`src/rtl/axi4_lite_write_slave_endpoint_pkg.sv`:
```
// Shared types and defaults for the AXI4-Lite write-slave endpoint.
// Optional ready-delay feature is selected by AXI4LITE_WRITE_SLAVE_READY_DELAY_EN.
package Axi4LiteWriteSlaveGlobalPkg;

    localparam int DEFAULT_ADDRESS_WIDTH = 32;
    localparam int DEFAULT_DATA_WIDTH    = 32;
    localparam int DEFAULT_DELAY_WIDTH   = 5;

    localparam logic [31:0] DEFAULT_MIN_ADDRESS = 32'h0000_0000;
    localparam logic [31:0] DEFAULT_MAX_ADDRESS = 32'h0000_0FFF;

    typedef enum logic [1:0] {
        BRESP_OKAY   = 2'b00,
        BRESP_EXOKAY = 2'b01,
        BRESP_SLVERR = 2'b10,
        BRESP_DECERR = 2'b11
    } brespEnum;

    function automatic int strbWidth(input int dataWidth);
        return dataWidth / 8;
    endfunction

endpackage

```
`src/rtl/axi4_lite_write_slave_endpoint_chan_buf.sv`:
```
// One-entry holding buffer with registered ready for a single AXI4-Lite channel.
// With AXI4LITE_WRITE_SLAVE_READY_DELAY_EN, ready is held off by a loadable delay counter.
module axi4_lite_write_chan_buf
    import Axi4LiteWriteSlaveGlobalPkg::*;
#(
    parameter int WIDTH         = 8,
    parameter bit DEFAULT_READY = 1'b0
`ifdef AXI4LITE_WRITE_SLAVE_READY_DELAY_EN
    ,
    parameter int DELAY_WIDTH   = DEFAULT_DELAY_WIDTH
`endif
) (
    input  logic             clk_i,
    input  logic             rst_i,
    input  logic             valid_i,
    input  logic [WIDTH-1:0] data_i,
    input  logic             clear_i,
`ifdef AXI4LITE_WRITE_SLAVE_READY_DELAY_EN
    input  logic [DELAY_WIDTH-1:0] delay_i,
`endif
    output logic             ready_o,
    output logic             full_o,
    output logic [WIDTH-1:0] data_o
);

    logic             full_q, full_d;
    logic             ready_q, ready_d;
    logic [WIDTH-1:0] data_q, data_d;
    logic             handshake;
    logic             rise;
`ifdef AXI4LITE_WRITE_SLAVE_READY_DELAY_EN
    logic [DELAY_WIDTH-1:0] cnt_q, cnt_d;
    logic                   cntActive_q, cntActive_d;
`endif

    assign handshake = valid_i & ready_q;

    // A handshake can never coincide with a clear: ready is low whenever the buffer is full.
    always_comb begin
        full_d = full_q;
        data_d = data_q;
        if (handshake) begin
            full_d = 1'b1;
            data_d = data_i;
        end else if (clear_i) begin
            full_d = 1'b0;
        end
    end

    assign rise = DEFAULT_READY ? (!full_d && !ready_q)
                                : (!full_q && valid_i && !ready_q);

    always_comb begin
        ready_d = ready_q;
`ifdef AXI4LITE_WRITE_SLAVE_READY_DELAY_EN
        cnt_d       = cnt_q;
        cntActive_d = cntActive_q;
`endif
        if (handshake) begin
            ready_d = 1'b0;
        end else if (rise) begin
`ifdef AXI4LITE_WRITE_SLAVE_READY_DELAY_EN
            if (cntActive_q) begin
                if (cnt_q <= DELAY_WIDTH'(1)) begin
                    ready_d     = 1'b1;
                    cntActive_d = 1'b0;
                    cnt_d       = '0;
                end else begin
                    cnt_d = cnt_q - 1'b1;
                end
            end else if (delay_i == '0) begin
                ready_d = 1'b1;
            end else begin
                cnt_d       = delay_i;
                cntActive_d = 1'b1;
            end
`else
            ready_d = 1'b1;
`endif
        end
    end

    always_ff @(posedge clk_i or posedge rst_i) begin
        if (rst_i) begin
            full_q  <= 1'b0;
            ready_q <= DEFAULT_READY;
            data_q  <= '0;
`ifdef AXI4LITE_WRITE_SLAVE_READY_DELAY_EN
            cnt_q       <= '0;
            cntActive_q <= 1'b0;
`endif
        end else begin
            full_q  <= full_d;
            ready_q <= ready_d;
            data_q  <= data_d;
`ifdef AXI4LITE_WRITE_SLAVE_READY_DELAY_EN
            cnt_q       <= cnt_d;
            cntActive_q <= cntActive_d;
`endif
        end
    end

    assign ready_o = ready_q;
    assign full_o  = full_q;
    assign data_o  = data_q;

endmodule

```
`src/rtl/axi4_lite_write_slave_endpoint.sv`:
```
// AXI4-Lite write slave: pairs AW/W, decodes the address and drives a one-cycle register write strobe.
// Optional ready-delay inputs are enabled by AXI4LITE_WRITE_SLAVE_READY_DELAY_EN.
module axi4_lite_write_slave_endpoint
    import Axi4LiteWriteSlaveGlobalPkg::*;
#(
    parameter int ADDRESS_WIDTH   = DEFAULT_ADDRESS_WIDTH,
    parameter int DATA_WIDTH      = DEFAULT_DATA_WIDTH,
    parameter bit DEFAULT_AWREADY = 1'b0,
    parameter bit DEFAULT_WREADY  = 1'b0,
    parameter logic [ADDRESS_WIDTH-1:0] MIN_ADDRESS = ADDRESS_WIDTH'(DEFAULT_MIN_ADDRESS),
    parameter logic [ADDRESS_WIDTH-1:0] MAX_ADDRESS = ADDRESS_WIDTH'(DEFAULT_MAX_ADDRESS)
`ifdef AXI4LITE_WRITE_SLAVE_READY_DELAY_EN
    ,
    parameter int DELAY_WIDTH     = DEFAULT_DELAY_WIDTH
`endif
) (
    input  logic                       aclk,
    input  logic                       areset,
    input  logic                       awvalid,
    output logic                       awready,
    input  logic [ADDRESS_WIDTH-1:0]   awaddr,
    input  logic [2:0]                 awprot,
    input  logic                       wvalid,
    output logic                       wready,
    input  logic [DATA_WIDTH-1:0]      wdata,
    input  logic [DATA_WIDTH/8-1:0]    wstrb,
    output logic                       bvalid,
    input  logic                       bready,
    output logic [1:0]                 bresp,
    output logic                       wr_en,
    output logic [ADDRESS_WIDTH-1:0]   wr_addr,
    output logic [DATA_WIDTH-1:0]      wr_data,
    output logic [DATA_WIDTH/8-1:0]    wr_strb,
    output logic [2:0]                 wr_prot
`ifdef AXI4LITE_WRITE_SLAVE_READY_DELAY_EN
    ,
    input  logic [DELAY_WIDTH-1:0]     delay_awready,
    input  logic [DELAY_WIDTH-1:0]     delay_wready
`endif
);

    localparam int STRB_WIDTH = strbWidth(DATA_WIDTH);
    localparam int ALIGN_BITS = $clog2(STRB_WIDTH);
    localparam int AW_WIDTH   = ADDRESS_WIDTH + 3;
    localparam int W_WIDTH    = DATA_WIDTH + STRB_WIDTH;

    logic                     awFull, wFull;
    logic [AW_WIDTH-1:0]      awHeld;
    logic [W_WIDTH-1:0]       wHeld;
    logic [ADDRESS_WIDTH-1:0] awAddrHeld;
    logic [2:0]               awProtHeld;
    logic [DATA_WIDTH-1:0]    wDataHeld;
    logic [STRB_WIDTH-1:0]    wStrbHeld;

    logic                     belowMin, aboveMax, misaligned;
    brespEnum                 resp;
    logic                     writeOk;
    logic                     fire;

    logic                     wrEn_q, wrEn_d;
    logic [ADDRESS_WIDTH-1:0] wrAddr_q, wrAddr_d;
    logic [DATA_WIDTH-1:0]    wrData_q, wrData_d;
    logic [STRB_WIDTH-1:0]    wrStrb_q, wrStrb_d;
    logic [2:0]               wrProt_q, wrProt_d;
    logic                     pending_q, pending_d;
    brespEnum                 pendResp_q, pendResp_d;
    logic                     bvalid_q, bvalid_d;
    brespEnum                 bresp_q, bresp_d;

    axi4_lite_write_chan_buf #(
        .WIDTH         (AW_WIDTH),
        .DEFAULT_READY (DEFAULT_AWREADY)
`ifdef AXI4LITE_WRITE_SLAVE_READY_DELAY_EN
        ,
        .DELAY_WIDTH   (DELAY_WIDTH)
`endif
    ) awBuf (
        .clk_i   (aclk),
        .rst_i   (areset),
        .valid_i (awvalid),
        .data_i  ({awprot, awaddr}),
        .clear_i (pending_q),
`ifdef AXI4LITE_WRITE_SLAVE_READY_DELAY_EN
        .delay_i (delay_awready),
`endif
        .ready_o (awready),
        .full_o  (awFull),
        .data_o  (awHeld)
    );

    axi4_lite_write_chan_buf #(
        .WIDTH         (W_WIDTH),
        .DEFAULT_READY (DEFAULT_WREADY)
`ifdef AXI4LITE_WRITE_SLAVE_READY_DELAY_EN
        ,
        .DELAY_WIDTH   (DELAY_WIDTH)
`endif
    ) wBuf (
        .clk_i   (aclk),
        .rst_i   (areset),
        .valid_i (wvalid),
        .data_i  ({wstrb, wdata}),
        .clear_i (pending_q),
`ifdef AXI4LITE_WRITE_SLAVE_READY_DELAY_EN
        .delay_i (delay_wready),
`endif
        .ready_o (wready),
        .full_o  (wFull),
        .data_o  (wHeld)
    );

    assign awAddrHeld = awHeld[ADDRESS_WIDTH-1:0];
    assign awProtHeld = awHeld[AW_WIDTH-1 -: 3];
    assign wDataHeld  = wHeld[DATA_WIDTH-1:0];
    assign wStrbHeld  = wHeld[W_WIDTH-1 -: STRB_WIDTH];

    // Range bounds at the ends of the address space can never be violated, so skip the compare.
    generate
        if (MIN_ADDRESS == '0) begin : gNoMin
            assign belowMin = 1'b0;
        end else begin : gMin
            assign belowMin = awAddrHeld < MIN_ADDRESS;
        end
        if (MAX_ADDRESS == '1) begin : gNoMax
            assign aboveMax = 1'b0;
        end else begin : gMax
            assign aboveMax = awAddrHeld > MAX_ADDRESS;
        end
    endgenerate

    assign misaligned = |awAddrHeld[ALIGN_BITS-1:0];

    always_comb begin
        resp    = BRESP_OKAY;
        writeOk = 1'b0;
        if (belowMin || aboveMax) begin
            resp = BRESP_DECERR;
        end else if (misaligned) begin
            resp = BRESP_SLVERR;
        end else if (wStrbHeld != '0) begin
            writeOk = 1'b1;
        end
    end

    // pending_q marks the cycle between the write strobe and bvalid, when both buffers are still full.
    assign fire = awFull & wFull & !bvalid_q & !pending_q;

    always_comb begin
        wrEn_d     = 1'b0;
        wrAddr_d   = wrAddr_q;
        wrData_d   = wrData_q;
        wrStrb_d   = wrStrb_q;
        wrProt_d   = wrProt_q;
        pending_d  = 1'b0;
        pendResp_d = pendResp_q;
        bvalid_d   = bvalid_q;
        bresp_d    = bresp_q;
        if (fire) begin
            wrEn_d     = writeOk;
            wrAddr_d   = awAddrHeld;
            wrData_d   = wDataHeld;
            wrStrb_d   = wStrbHeld;
            wrProt_d   = awProtHeld;
            pending_d  = 1'b1;
            pendResp_d = resp;
        end
        if (pending_q) begin
            bvalid_d = 1'b1;
            bresp_d  = pendResp_q;
        end else if (bvalid_q && bready) begin
            bvalid_d = 1'b0;
        end
    end

    always_ff @(posedge aclk or posedge areset) begin
        if (areset) begin
            wrEn_q     <= 1'b0;
            wrAddr_q   <= '0;
            wrData_q   <= '0;
            wrStrb_q   <= '0;
            wrProt_q   <= '0;
            pending_q  <= 1'b0;
            pendResp_q <= BRESP_OKAY;
            bvalid_q   <= 1'b0;
            bresp_q    <= BRESP_OKAY;
        end else begin
            wrEn_q     <= wrEn_d;
            wrAddr_q   <= wrAddr_d;
            wrData_q   <= wrData_d;
            wrStrb_q   <= wrStrb_d;
            wrProt_q   <= wrProt_d;
            pending_q  <= pending_d;
            pendResp_q <= pendResp_d;
            bvalid_q   <= bvalid_d;
            bresp_q    <= bresp_d;
        end
    end

    assign wr_en   = wrEn_q;
    assign wr_addr = wrAddr_q;
    assign wr_data = wrData_q;
    assign wr_strb = wrStrb_q;
    assign wr_prot = wrProt_q;
    assign bvalid  = bvalid_q;
    assign bresp   = bresp_q;

endmodule

```
`config.mk`:
```
export PLATFORM = sky130hd
export DESIGN_NAME = axi4_lite_write_slave_endpoint
export DESIGN_NICKNAME = d
export VERILOG_FILES = /design/src/rtl/axi4_lite_write_slave_endpoint_pkg.sv /design/src/rtl/axi4_lite_write_slave_endpoint_chan_buf.sv /design/src/rtl/axi4_lite_write_slave_endpoint.sv
export SDC_FILE = /design/constraint.sdc
export NUM_CORES = 1
export LEC_CHECK = 0
export CORE_ASPECT_RATIO = 0.8
export CORE_MARGIN = 4
export CORE_UTILIZATION = 54
export CTS_BUF_LIST = sky130_fd_sc_hd__clkbuf_4
export DETAILED_ROUTE_END_ITERATION = 6
export PLACE_DENSITY = 0.92
export SLEW_MARGIN = 20
export SYNTH_ARGS = -nofsm -noshare
export SYNTH_HDL_FRONTEND = slang
export SYNTH_SLANG_ARGS = --single-unit
```
`constraint.sdc`:
```
create_clock -name aclk -period 9.6 [get_ports aclk]
set_input_delay 1.92 -clock aclk [delete_from_list [all_inputs] [get_ports aclk]]
set_output_delay 1.92 -clock aclk [all_outputs]
set_load 0.005 [all_outputs]
```
* Yosys cells after proc, flatten, opt, wreduce, memory -nomap -nowiden
Cells that the tools add are included.
Storage, ports and cells: word-level logic and storage cells 55, register bits after elaboration 153
Cells by class: multiplexer cells 16, bitwise operators 5, magnitude comparators 1, reductions and logical operators 18
Operators with widths (number):
- 32-bit by 12-bit > comparator with 1-bit output, second input constant | 1
- 1-bit two-way mux | 14
- 2-bit nonzero test | 5
- 1-bit zero test | 6
- 1-bit bitwise AND | 5
- 1-bit logical AND | 5
- 2-bit two-way mux | 2
- 4-bit nonzero test | 1
- 2-bit OR reduction | 1

* Logic depth before layout (Yosys ltp)
Gate-level depths: netlist (run 1).
word-level depth 5, mapped depth 4

* Hierarchy
From an unflattened synthesis (run 1), not the netlist that was laid out.
Unflattened totals: cell total of the unflattened synthesis 338, area total of the unflattened synthesis 5973.2 µm²
Modules (own cells, without submodules):
- axi4_lite_write_slave_endpoint | sequential area each 1951.9 µm², cells an instance 174, times used 1, area each 2931.6 µm²
- axi4_lite_write_chan_buf (wBuf) | sequential area each 950.9 µm², cells an instance 83, times used 1, area each 1539.0 µm²
- axi4_lite_write_chan_buf (awBuf) | sequential area each 925.9 µm², cells an instance 81, times used 1, area each 1502.7 µm²

* Worst setup path before layout (run 1)
OpenSTA, ideal clock, no wires.
path kind input-to-reg, from input wvalid, to register wBuf.data_q[10] (netlist: wBuf.data_o[10]), arrival 2.873 ns, cell stages on the path 3, setup slack 6.602 ns, path through nand2_1 > clkbuf_1 > mux2_2
Between the ends: longest elaborated chain between the ends 1
Ends and longest elaborated chain:
- start: declaration | RTL line axi4_lite_write_slave_endpoint.sv:23 | input logic wvalid,
- 1-bit bitwise AND | RTL line axi4_lite_write_slave_endpoint_chan_buf.sv:36 | assign handshake = valid_i & ready_q;
- end signal: assignment | RTL line axi4_lite_write_slave_endpoint_chan_buf.sv:95 | data_q <= data_d;
- end: declaration | RTL line axi4_lite_write_slave_endpoint_chan_buf.sv:28 | logic [WIDTH-1:0] data_q, data_d;
No other way between the ends. A chain may end at the register's enable or synchronous reset.

* Final worst setup path (run 1)
from register wrAddr_q[30] (netlist: wr_addr[30]), to output wr_addr[30]
RTL lines:
- start: declaration | RTL line axi4_lite_write_slave_endpoint.sv:61 | logic [ADDRESS_WIDTH-1:0] wrAddr_q, wrAddr_d;
- start signal: assignment | RTL line axi4_lite_write_slave_endpoint.sv:188 | wrAddr_q <= wrAddr_d;
- end: declaration | RTL line axi4_lite_write_slave_endpoint.sv:31 | output logic [ADDRESS_WIDTH-1:0] wr_addr,
No word-level cell between the ends.

==> results of run 1 <==
worst reg2reg max path: cells and delay by family (launching register included):
family	cells	cell delay [ns]
multiplexers	1	0.46
buffers and inverters	1	0.75
AND/OR/NAND/NOR	1	0.37
flip-flops	1	0.46
logic make-up after synthesis:
family	after synthesis
simple gates	14
buf+inv	18
flops	153
mux	146
compound gates	5
metal layers:
metal	part of all wire [%]	vias to the layer above	GRT usage, %
met5	0	-	0
met4	0.85	0	5.77
met3	9.8	10	9.04
met2	48	120	32.0
met1	42	1677	25.4
li1	-	1527	-
layout by cell type (no fill, tap or decap):
master           count
a21o_1               1
and4bb_4             1
buf_4                4
bufinv_16            3
clkbuf_4            19
clkdlybuf4s50_1    152
clkinv_1             2
clkinv_2             1
clkinv_4             2
clkinvlp_4           3
dfrtp_1            153
inv_1                3
inv_6                2
mux2_2             144
mux2i_1              2
nand2_1              4
nand4_1              1
nor3_2               1
nor4_1               4
o21ai_0              2
o22a_1               1
o32a_2               1
or4_1                1
or4_4                2
registers in the layout, indices dropped and copies added (netlist names), 2 cells and up:
register,count
wr_data,32
awBuf.data_o,35
wr_addr,32
bresp,2
wr_strb,4
pendResp_q,2
wBuf.data_o,36
wr_prot,3
per-stage QoR:
step / std cells / area (µm²) / power (mW) / worst slack, ns
finish: 649 / 7650 / 2.51 / 6.22
global route: 649 / 7650 / 2.67 / 6.05
CTS: 649 / 7650 / 2.54 / 6.16
detailed placement: 618 / 7360 / 2.14 / 5.67
global placement: 618 / 7360 / 2.07 / 5.73
floorplan: 336 / 5680 / 1.64 / 3.56
Yosys cell counts:
master | n | area (µm²)
nor4_1 | 4 | 25.0
o22a_1 | 1 | 8.76
mux2_2 | 144 | 1620
or4_1 | 1 | 7.51
dfrtp_1 | 153 | 3830
inv_1 | 4 | 15.0
nor3_2 | 1 | 10.0
a21o_1 | 1 | 7.51
and4bb_2 | 1 | 12.5
nand4_1 | 1 | 6.26
or4_4 | 2 | 22.5
o21ai_0 | 2 | 10.0
mux2i_1 | 2 | 20.0
clkbuf_1 | 6 | 22.5
o32a_2 | 1 | 11.3
nand2_1 | 4 | 15.0
buf_2 | 8 | 40.0
power breakdown:
| part | switching, mW | total [mW] | internal (mW) |
|---|---|---|---|
| Combinational | 0.305 | 0.955 | 0.650 |
| Clock | 0.216 | 0.400 | 0.184 |
| Sequential | 0.185 | 1.15 | 0.968 |
path summary, 6_finish.rpt:
check | cells past startpoint | slack (ns) | to
worst max-delay path | 1 | 6.22 | wr_addr[30]
worst min-delay path | 1 | 0.50 | wr_addr[4]
worst max register to register | 3 | 7.44 | wr_data[24]
worst min register to register | 1 | 0.50 | wr_addr[4]
max in group asynchronous | 3 | 6.32 | awBuf.data_o[11]
min in group asynchronous | 2 | 1.84 | wr_addr[21]
cell type report:
| class | count | area [µm²] |
|---|---|---|
| clock buffers | 19 | 143 |
| multi-input cells | 165 | 1780 |
| clock inverters | 12 | 151 |
| well taps | 140 | 175 |
| inverters | 4 | 20.0 |
| repair buffers | 156 | 1550 |
| fillers | 638 | 2630 |
| flip-flops and latches | 153 | 3830 |
==> results.md, run 1 <==
- Max cap viols: 0
- Total negative slack: 0 ns
- Die ar.: 12,200 µm²
- Seq/Total Area, Yosys: 67.4%
- Worst EP required: 7.68 ns
- Worst EP arrival: 1.46 ns
- Layout cell share with drive strength beyond 1: 36.0%
- Pwr/cell area: 328 nW/µm²
- ANT nets after route: 0
- Startpoint types: flip-flop
- Maximum buffer depth of the clock tree: 2
- Initial Utilization: 55.3%
- I/O pin cnt: 153
- Run status: finished clean
- Post-Syn Nets: 412
- WL final: 11.7 mm
- Worst setup EP type: output pin
- Hold_ws: 0.500 ns
- Post-DP HPWL: 8.16 mm
- Compound-cell area share of the yosys netlist: 0.660%
- CTS root buffer: clkbuf_4
- Adder-Cell Fraction of Synth Area: 0%
- Crit-path slowest cell: clkdlybuf4s50_1
- #FFs+latches synth: 153
- P_leak: 3.21 nW
- Initial antenna violation count: 0
- Clock skew: 0.0180 ns
- GRT overflow: 0
- Post-Synth XOR/XNOR Area: 0%
- Routed vias: 3,334
- CTS Sinks: 153
- Area Overhead vs Synth: 34.6%
- Maximum vdd drop: 0.187 mV
- Num CTS Buffers: 17
- Cell family with most CP delay: buffers and inverters
- Final core occ: 74.4%
- Critical hold path startpoint: awBuf.data_o[4]
- Synth Instances: 336
- Layout Nets: 573
- DIE WIDTH: 123 µm
- Period minus WS final: 3.38 ns
- # rows: 33
- Final setup fails: 0
- Final period util: 35.2%
- Type of the worst setup path: flip-flop to output pin
- Via/cell ratio: 5.14
- Gp weighted congestion: 0.756
- Max-slew violation count: 0
- Vias in the first global route: 3,709
- First-iteration detailed-routing DRC count: 148
- Multiplexer share of the synthesized area: 28.9%
- Synthesis Warnings: 0
- Chip height: 99.8 µm
- H-tree levels: 4
- Crit path buf inv count: 1
- Worst min path class: flip-flop to flip-flop
- Slew headroom: 34.9%
- Tightest Pin Transition: 0.977 ns
- Worst reg2reg startpoint: pending_q
- Critical path cell sequence: clkdlybuf4s50_1
- Port bufs: 152
- Residual DRC: 0
- Post-CTS resize count: 0
- Post-Synth Simple-Gate Area: 1.74%
- Distinct cell type count of the synthesized netlist: 17
- Avg Inst Size Synth: 16.9 µm²
- Antenna diode count: 0
- Post-Synthesis Cell Area: 5680 µm²
- CP Launch Point: wr_addr[30]
- Delay of the slowest cell on the worst path: 0.52 ns
- DR WL/cell: 18.0 µm
- CORE AREA: 10,300 µm²
- Crit Path Max Fanout: 2
- Largest net degree at the start of global routing: 83
- Hold_buf cts: 0
- Main combinational cell family by area after synthesis: multiplexers
- Fmax achieved: 296 MHz
- Buffer count from post-CTS setup fixing: 0
- GRT Total Usage: 20.2%
- Final Hold Vio Count: 0
- Worst skew pair latency: 0.52 ns
- Global-route wire length before repair: 18.7 mm
- Clk slew on worst S/H paths: 0.12 ns
- CTS tree: yes
- Router iterations before antenna repair: 4
- RSZ-0062 raised after global routing: no
No activity file was read; power rests on OpenSTA's default activity.
==> inputs of run 2 (changes only) <==
--- a/config.mk
+++ b/config.mk
@@ -7,10 +7,10 @@
 export LEC_CHECK = 0
 export CORE_ASPECT_RATIO = 0.8
 export CORE_MARGIN = 4
-export CORE_UTILIZATION = 54
+export CORE_UTILIZATION = 50
 export CTS_BUF_LIST = sky130_fd_sc_hd__clkbuf_4
 export DETAILED_ROUTE_END_ITERATION = 6
-export PLACE_DENSITY = 0.92
+export PLACE_DENSITY = 0.86
 export SLEW_MARGIN = 20
 export SYNTH_ARGS = -nofsm -noshare
 export SYNTH_HDL_FRONTEND = slang
==> constraint.sdc (replaced) <==
create_clock -name aclk -period 3.5 [get_ports aclk]
set_input_delay 0.7 -clock aclk [delete_from_list [all_inputs] [get_ports aclk]]
set_output_delay 0.7 -clock aclk [all_outputs]
set_load 0.005 [all_outputs]
==> run 2 against run 1 <==
  * Flip-flop and latch count unchanged
  * Via count increased by 0.54%
  * First-iteration DRC count rose by 16%
  * Clock skew grew 0.0068 ns
  * Utilization decreased by 4.2 points
  * Critical endpoint is now pendResp_q[0]
  * Power rose to 2.8 times the previous value
  * Die area grew 7.4%
  * Clock power grew to 3.0 times the previous value
  * Critical path depth grew 2
  * Highest routed layer unchanged
==> results.md, run 2 (synthesized netlist as in run 1, its figures left out) <==
- Run status: finished clean
- Max FFs per register: 36
- End of the worst register-to-register path: pendResp_q[0]
- DR WL/cell: 17.9 µm
- Hold_ws: 0.508 ns
- Pwr/cell area: 901 nW/µm²
- P_leak: 3.23 nW
- Layout Nets: 573
- Filler Cell Count: 767
- Clock skew: 0.0249 ns
- RSZ-0062 raised after global routing: no
- GRT overflow: 0
- First-iteration detailed-routing DRC count: 172
- Worst EP arrival: 2.65 ns
- Chip height: 103 µm
- Die ar.: 13,100 µm²
- Vias in the first global route: 3,706
- Area Overhead vs Synth: 35.6%
- Hold depth: 1
- Crit Path Max Fanout: 39
- Clk pwr share: 16.9%
- # rows: 34
- Delay of the slowest cell on the worst path: 0.80 ns
- Sequential Power Share: 45.4%
- Initial antenna violation count: 0
- Critical path cell sequence: and4bb_4 -> nand4_1 -> o32a_2
- Final setup fails: 0
- Largest net degree at the start of global routing: 71
- Port bufs: 152
- Hold Path Sink: wr_data[9]
- GRT Total Usage: 18.9%
- Via/cell ratio: 5.14
- Worst EP required: 3.92 ns
- Final period util: 63.7%
- Router iterations before antenna repair: 6
- CTS Sinks: 153
- DIE WIDTH: 127 µm
- Slew headroom: 39.7%
- Logic pwr share: 37.7%
- Global-route wire length before repair: 18.9 mm
- Antenna diode count: 0
- Type of the worst setup path: flip-flop to flip-flop
- Sw Pwr: 1.92 mW
- Worst reg2reg startpoint: pending_q
- Power Internal: 5.02 mW
- Clk slew on worst S/H paths: 0.14 ns
- Max-slew violation count: 0
- WL final: 11.6 mm
- Post-DP HPWL: 8.18 mm
- Critical hold path startpoint: wBuf.data_o[9]
- Gp weighted congestion: 0.739
- Worst setup EP type: flip-flop
- Most frequent cells in the layout: 153 x dfrtp_1, 152 x clkdlybuf4s50_1, 144 x mux2_2
- Final Hold Vio Count: 0
- Startpoint types: flip-flop
- Buffer count from post-CTS setup fixing: 0
- Post-CTS resize count: 0
- R2r setup slk: 1.27 ns
- Hold_buf cts: 0
- Crit-path slowest cell: and4bb_4
- CORE AREA: 11,000 µm²
- ANT nets after route: 0
- Worst min path class: flip-flop to flip-flop
- Layout cell share with drive strength beyond 1: 36.6%
- I/O pin cnt: 153
- Num CTS Buffers: 17
- Residual DRC: 0
- Worst skew pair latency: 0.53 ns
- Fmax achieved: 448 MHz
- Total negative slack: 0 ns
- R2R depth: 3
- CTS root buffer: clkbuf_4
- Commonest non-fill, non-tap cell in the layout: dfrtp_1
- Initial Utilization: 51.8%
- Maximum vdd drop: 0.545 mV
- Maximum buffer depth of the clock tree: 2
- Routed vias: 3,352
- Max cap viols: 0
- Period minus WS final: 2.23 ns
- H-tree levels: 4
- Sw Ratio: 27.7%
- Tightest Pin Transition: 0.902 ns
- CTS tree: yes
==> run 2: layout make-up <==
class | count | area, µm² | area share (%)
Sequential cell | 153 | 3830 | 49.7
Multi-Input combinational cell | 165 | 1790 | 23.2
Timing Repair Buffer | 156 | 1580 | 20.5
Tap cell | 144 | 180 | 2.34
Clock inverter | 11 | 175 | 2.27
Clock buffer | 19 | 143 | 1.85
Inverter | 4 | 18.8 | 0.243
==> run 2: power groups by stage <==
| stage | Clock, mW | Combinational (mW) | Sequential [mW] |
|---|---|---|---|
| global route | 1.30 | 2.83 | 3.27 |
| floorplan | 0 | 1.40 | 3.10 |
| detailed placement | 0 | 2.66 | 3.19 |
| CTS | 1.21 | 2.67 | 3.16 |
| finish | 1.18 | 2.62 | 3.15 |
| global placement | 0 | 2.57 | 3.13 |
==> run 2: worst max path at each step <==
| stage | startpoint | to | slack, ns | cells past startpoint |
|---|---|---|---|---|
| after global routing | pending_q | pendResp_q[0] | 1.17 | 3 |
| after CTS | pending_q | pendResp_q[0] | 1.22 | 3 |
| after floorplan | areset | awBuf.data_o[0] | 0.87 | 1 |
| after detailed placement | awvalid | awBuf.data_o[31] | 1.07 | 3 |
| final | pending_q | pendResp_q[0] | 1.27 | 3 |
| after global placement | awvalid | awBuf.data_o[19] | 1.10 | 3 |
==> run 2: metal layers <==
metal / track usage (%) / routed length (µm) / vias to the layer above
met3: 9.14 / 1110 / 10
li1: - / - / 1515
met4: 5.44 / 80 / 0
met5: 0 / 0 / -
met2: 29.6 / 5360 / 124
met1: 23.9 / 5090 / 1703
==> run 2: critical path, delay by kind of cell (launching register included) <==
| kind | cells | cell delay, ns |
|---|---|---|
| compound gates | 1 | 0.48 |
| simple gates | 2 | 1.14 |
| flops | 1 | 0.47 |
==> run 2: metrics by stage <==
| stage | instance area, µm² | utilization, % | power, mW | setup WS (ns) | std cells |
|---|---|---|---|---|---|
| 3_3_place_gp | 7390 | 67.3 | 5.71 | 1.10 | 622 |
| 6_report | 7710 | 70.2 | 6.94 | 1.27 | 652 |
| 5_1_grt | 7710 | 70.2 | 7.39 | 1.17 | 652 |
| 4_1_cts | 7710 | 70.2 | 7.04 | 1.22 | 652 |
| 3_5_place_dp | 7390 | 67.3 | 5.85 | 1.07 | 622 |
| 2_1_floorplan | 5690 | - | 4.49 | 0.869 | 336 |
